<file path="src/rtl/ibex_rvfi_trace_buf.sv">
// Synthesisable RVFI trace buffer: circular record store with an optional PC trigger,
// stop-on-full or wrap-around mode, and a first-word-fall-through readout port.
module ibex_rvfi_trace_buf #(
    parameter int unsigned Depth      = 16,
    parameter bit          WrapMode   = 1'b0,
    parameter bit          TrigEnable = 1'b1
) (
    input  logic                         clk_i,
    input  logic                         rst_ni,
    input  logic                         rvfi_valid_i,
    input  logic [31:0]                  rvfi_pc_rdata_i,
    input  logic [31:0]                  rvfi_insn_i,
    input  logic [4:0]                   rvfi_rd_addr_i,
    input  logic [31:0]                  rvfi_rd_wdata_i,
    input  logic                         rvfi_trap_i,
    input  logic                         rvfi_intr_i,
    input  logic                         arm_i,
    input  logic                         stop_i,
    input  logic                         clear_i,
    input  logic                         trig_en_i,
    input  logic [31:0]                  trig_pc_i,
    output logic                         rd_valid_o,
    input  logic                         rd_ready_i,
    output logic [31:0]                  rd_pc_o,
    output logic [31:0]                  rd_insn_o,
    output logic [31:0]                  rd_wdata_o,
    output logic [4:0]                   rd_addr_o,
    output logic [1:0]                   rd_flags_o,
    output logic [$clog2(Depth+1)-1:0]   count_o,
    output logic [15:0]                  dropped_o,
    output logic [1:0]                   state_o
);

    localparam int unsigned PW = $clog2(Depth);
    localparam int unsigned CW = $clog2(Depth + 1);
    localparam logic [CW-1:0] FullCnt = CW'(Depth);

    typedef enum logic [1:0] {
        IDLE    = 2'd0,
        ARMED   = 2'd1,
        CAPTURE = 2'd2
    } state_e;

    typedef struct packed {
        logic [31:0] pc;
        logic [31:0] insn;
        logic [31:0] wdata;
        logic [4:0]  addr;
        logic [1:0]  flags;
    } rec_t;

    state_e          state_q;
    logic [PW-1:0]   wr_ptr_q;
    logic [PW-1:0]   rd_ptr_q;
    logic [CW-1:0]   count_q;
    logic [15:0]     dropped_q;
    rec_t            mem_q [Depth];

    rec_t            wr_rec;
    rec_t            head;
    logic            trig_hit;
    logic            wr_req;
    logic            full;
    logic            pop;
    logic            drop;
    logic            do_store;
    logic            rd_adv;

    assign wr_rec = '{
        pc:    rvfi_pc_rdata_i,
        insn:  rvfi_insn_i,
        wdata: rvfi_rd_wdata_i,
        addr:  rvfi_rd_addr_i,
        flags: {rvfi_trap_i, rvfi_intr_i}
    };

    // The matching retirement is itself the first captured record.
    assign trig_hit = TrigEnable && (state_q == ARMED) && rvfi_valid_i
                      && (rvfi_pc_rdata_i == trig_pc_i);

    // A retirement coinciding with stop or clear is never stored.
    assign wr_req = rvfi_valid_i && !clear_i && !stop_i
                    && ((state_q == CAPTURE) || trig_hit);

    assign full     = (count_q == FullCnt);
    assign pop      = rd_valid_o && rd_ready_i && !clear_i;
    assign drop     = wr_req && full && !pop;
    assign do_store = wr_req && (!full || pop || WrapMode);
    assign rd_adv   = pop || (drop && WrapMode);

    assign head       = mem_q[rd_ptr_q];
    assign rd_valid_o = (count_q != '0);
    assign rd_pc_o    = head.pc;
    assign rd_insn_o  = head.insn;
    assign rd_wdata_o = head.wdata;
    assign rd_addr_o  = head.addr;
    assign rd_flags_o = head.flags;
    assign count_o    = count_q;
    assign dropped_o  = dropped_q;
    assign state_o    = state_q;

    // Session control: clear beats stop, stop beats arm.
    always_ff @(posedge clk_i or negedge rst_ni) begin
        if (!rst_ni) begin
            state_q <= IDLE;
        end else if (clear_i) begin
            state_q <= IDLE;
        end else begin
            unique case (state_q)
                IDLE: begin
                    if (!stop_i && arm_i) begin
                        state_q <= (TrigEnable && trig_en_i) ? ARMED : CAPTURE;
                    end
                end
                ARMED: begin
                    if (stop_i) begin
                        state_q <= IDLE;
                    end else if (trig_hit) begin
                        state_q <= CAPTURE;
                    end
                end
                CAPTURE: begin
                    if (stop_i) begin
                        state_q <= IDLE;
                    end
                end
                default: state_q <= IDLE;
            endcase
        end
    end

    // Pointers, occupancy and the saturating drop counter.
    always_ff @(posedge clk_i or negedge rst_ni) begin
        if (!rst_ni) begin
            wr_ptr_q  <= '0;
            rd_ptr_q  <= '0;
            count_q   <= '0;
            dropped_q <= '0;
        end else if (clear_i) begin
            wr_ptr_q  <= '0;
            rd_ptr_q  <= '0;
            count_q   <= '0;
            dropped_q <= '0;
        end else begin
            if (do_store) begin
                wr_ptr_q <= wr_ptr_q + PW'(1);
            end
            if (rd_adv) begin
                rd_ptr_q <= rd_ptr_q + PW'(1);
            end
            if (do_store && !pop && !full) begin
                count_q <= count_q + CW'(1);
            end else if (pop && !wr_req) begin
                count_q <= count_q - CW'(1);
            end
            if (drop && (dropped_q != 16'hFFFF)) begin
                dropped_q <= dropped_q + 16'd1;
            end
        end
    end

    // Record storage; reset so the read port shows zeros before any capture.
    always_ff @(posedge clk_i or negedge rst_ni) begin
        if (!rst_ni) begin
            for (int i = 0; i < Depth; i++) begin
                mem_q[i] <= '0;
            end
        end else if (do_store) begin
            mem_q[wr_ptr_q] <= wr_rec;
        end
    end

endmodule

</file>
<file path="config.mk">
export PLATFORM = sky130hd
export DESIGN_NAME = ibex_rvfi_trace_buf
export DESIGN_NICKNAME = d
export VERILOG_FILES = /design/src/rtl/ibex_rvfi_trace_buf.sv
export SDC_FILE = /design/constraint.sdc
export NUM_CORES = 2
export LEC_CHECK = 0
export ABC_AREA = 1
export BUFFER_PORTS_ARGS = -buffer_cell sky130_fd_sc_hd__buf_2
export CORE_AREA = 2 2 349 351
export CTS_BUF_LIST = sky130_fd_sc_hd__clkbuf_8
export DETAILED_ROUTE_END_ITERATION = 7
export DIE_AREA = 0 0 351 353
export PLACE_DENSITY = 0.77
export SLEW_MARGIN = 25
export SYNTH_ARGS = -nofsm -noshare
export SYNTH_HDL_FRONTEND = slang
export SYNTH_SLANG_ARGS = --single-unit
</file>
<file path="constraint.sdc">
create_clock -name clk_i -period 7.55 [get_ports clk_i]
set_input_delay 1.51 -clock clk_i [delete_from_list [all_inputs] [get_ports clk_i]]
set_output_delay 1.51 -clock clk_i [all_outputs]
set_load 0.01 [all_outputs]
</file>
==> flow_summary.json <==
{
  "row_count": 128,
  "synth_top_area_share": 0.567,
  "layout.nets": 8704,
  "wirelength_um": 208000,
  "rsz0062_at_grt": "no",
  "required_ps": 6040,
  "power.static_leakage_nw": 37.2,
  "synthTopCellsByArea": "dfrtp_1 57%, nand2_1 12%, o21ai_0 10%",
  "syn_area_um2": 74100,
  "arrival_ps": 4710,
  "endpoint_kind": "output port",
  "portBuffers": 269,
  "worstMarginPinSlew_ps": 1120,
  "cts_buffer_depth": 4,
  "period_share": 0.824,
  "critPathMostFrequentCell": "buf_4",
  "dr_total_vias": 63100,
  "cap_violations": 0,
  "grt_max_degree": 207,
  "synth.avg_cell_area_um2": 8.53,
  "synth_cell_type_count": 35,
  "cts_tree": "yes",
  "finalInstanceArea_um2": 80900,
  "clkSlewWorstSetupHoldPaths_ps": 60,
  "place.gp.congestion": 0.839,
  "worstPathMaxFanout": 76,
  "intPower_mw": 15.3,
  "setup_tns_ps": 0,
  "synth_top_cell_by_area": "dfrtp_1",
  "power.density_nw_per_um2": 284,
  "ant_nets": 0,
  "yosysSeqAreaShare": 0.567,
  "slowest_stage": "buf_4",
  "period_needed_ps": 6220,
  "post_route_cells_drive_above_1_share": 0.0877,
  "postCtsResizedCells": 0,
  "syn_nets": 8848,
  "h-tree-depth": 5,
  "initial_core_util": 0.615,
  "first_iter_violations": 7342,
  "grt_first_pass_wirelength_um": 332000,
  "worstPathCellList": "buf_4 > buf_4 > o21ai_0 > o221ai_1 > nand4_1 > nand2_1 > buf_2",
  "yosys_warnings": 0,
  "whs_ps": 478,
  "postPlaceCellArea_um2": 75300,
  "final_hold_viol_count": 0,
  "setup_violations": 0,
  "outcome": "complete, no violations",
  "slew_headroom": 0.255,
  "grt_pass1_vias": 59700,
  "antenna_found_initial": 7,
  "combPwrFrac": 0.235,
  "area_growth_pct": 9.08,
  "core_area_um2": 121000,
  "die-area_um2": 124000,
  "p_switching_mw": 7.63,
  "seq_power_share": 0.417,
  "clockPowerShare": 0.347,
  "cts_setup_buffers": 0,
  "fmax_mhz": 161,
  "overflow": 0,
  "final_max_slew_viol_count": 0,
  "hold_buffers": 0,
  "critPathLaunch": "rd_ptr_q[1]",
  "timing.rr.start": "state_o[1]",
  "root_buffer": "clkbuf_8",
  "clk_latency_ps": 980,
  "die_x_um": 351,
  "synthCells": 8694,
  "dp_hpwl_um": 106000,
  "ir_worst_vdd_mv": 0.245,
  "fillers": 9754,
  "startpoint_type": "flop",
  "die_h_um": 353,
  "cpPeakStageDelay_ps": 980,
  "cts_made_buffers": 292,
  "worstHoldStart": "mem_q[613]",
  "vias_per_cell": 6.09,
  "ios": 270,
  "worstSetupPathType": "reg2out",
  "switching_share": 0.333,
  "clock_skew_ps": 43.3,
  "cts_sinks": 1679,
  "hp-class": "reg2reg",
  "track_usage": 0.338,
  "firstDrtPassIters": 6,
  "drc": 0,
  "avgRoutedWirePerCell_um": 20.1,
  "ys_seq_elements": 1679
}
[path summary, 6_finish.rpt]
check | endpoint | slack, ps | cells after the start
worst max-delay path | rd_wdata_o[2] | 1330 | 7
worst min-delay path | mem_q[613] | 480 | 2
worst max register to register | mem_q[129] | 3470 | 15
worst min register to register | mem_q[613] | 480 | 2
max in group asynchronous | mem_q[344] | 5230 | 3
min in group asynchronous | mem_q[1116] | 600 | 1
[cell usage in the layout, fill, tap and decap left out, types with 20 or more instances in the layout]
| cell type | Yosys | layout |
|---|---|---|
| nand2_1 | 2443 | 2442 |
| dfrtp_1 | 1679 | 1675 |
| o21ai_0 | 1504 | 1504 |
| o21ai_1 | 700 | 700 |
| nor2_1 | 479 | 478 |
| clkbuf_8 | 0 | 360 |
| buf_2 | 124 | 268 |
| a21oi_1 | 258 | 258 |
| inv_1 | 139 | 232 |
| nand3_1 | 199 | 199 |
| o22ai_1 | 126 | 126 |
| a221oi_1 | 125 | 125 |
| nand4_1 | 87 | 87 |
| o221ai_1 | 81 | 81 |
| buf_4 | 1 | 39 |
| buf_12 | 1 | 31 |
| xor2_1 | 20 | 20 |
[stage by stage]
step	total power, mW	std cells	worst slack (ps)	utilization
after floorplan	13.0	8694	4010	-
after global placement	15.0	9878	1350	0.624
after detailed placement	15.1	9878	1290	0.624
after CTS	23.0	10400	1400	0.670
after global routing	24.0	10400	1240	0.671
final	22.9	10400	1330	0.671
[power by group through the flow]
stage          Clock, mW  Sequential [mW]  Combinational, mW
4_1_cts             8.06             9.56               5.36
6_report            7.97             9.57               5.40
5_1_grt             8.47             9.60               5.89
3_5_place_dp           0             9.72               5.34
2_1_floorplan          0             9.63               3.35
3_3_place_gp           0             9.71               5.28
[synth_stat cells]
master    number
a21boi_0       1
a21oi_1      258
a221oi_1     125
buf_1         27
buf_12         1
buf_2        124
buf_4          1
buf_6         44
clkbuf_1     582
clkinv_1       2
dfrtp_1     1679
fa_1           1
ha_1          10
inv_1        139
inv_2         16
nand2_1     2443
nand2_2       11
nand2_4        7
nand3_1      199
nand4_1       87
nor2_1       479
nor2_8         1
nor3_1         6
nor4_1         2
o211ai_1       1
o21a_1         1
o21ai_0     1504
o21ai_1      700
o221ai_1      81
o22a_1         1
o22ai_1      126
or2_0          1
or2_1          1
xnor2_1       13
xor2_1        20
[layer usage]
metal	track usage	routed length, um	vias up	part of all wire
met1	0.474	85400	30600	0.41
met3	0.0538	17800	523	0.086
li1	-	-	29000	-
met2	0.526	96800	2934	0.47
met4	0.144	7890	2	0.038
met5	0	80	-	0.00038
[area by class of cell]
class / instances / area (um2) / area share
antenna: 7 / 17.5 / 0.000217
clock buffer: 360 / 4950 / 0.0613
clock inverter: 115 / 569 / 0.00704
inverter: 157 / 627 / 0.00775
multi-input combinational: 6079 / 28300 / 0.350
sequential: 1679 / 42000 / 0.520
tap: 1625 / 2030 / 0.0251
timing repair buffer: 341 / 2340 / 0.0289
[worst max-delay path, delay by kind of cell (launching register included)]
family	cells	cell delay, ps
buffers and inverters	3	2050
flip-flops	1	710
AO/OA/AOI/OAI	2	570
AND/OR/NAND/NOR	2	350
[registers in the layout, summed over array words and instances, names as in the netlist]
register / flops
dropped_o: 16
rd_ptr_q: 4
count_o: 5
wr_ptr_q: 4
mem_q: 1648
state_o: 2
[cells by family (layout without fill, tap and decap cells)]
family	Yosys count	in the layout	share of synthesized area
compound gates	2798	2798	0.202
xor+xnor	33	33	0.00390
fa+ha+maj	11	11	0.00196
buf+inv	936	973	0.0542
flops	1679	1679	0.567
other cells	0	7	0
simple gates	3237	3237	0.172
Power figures use the tool's default switching activity.
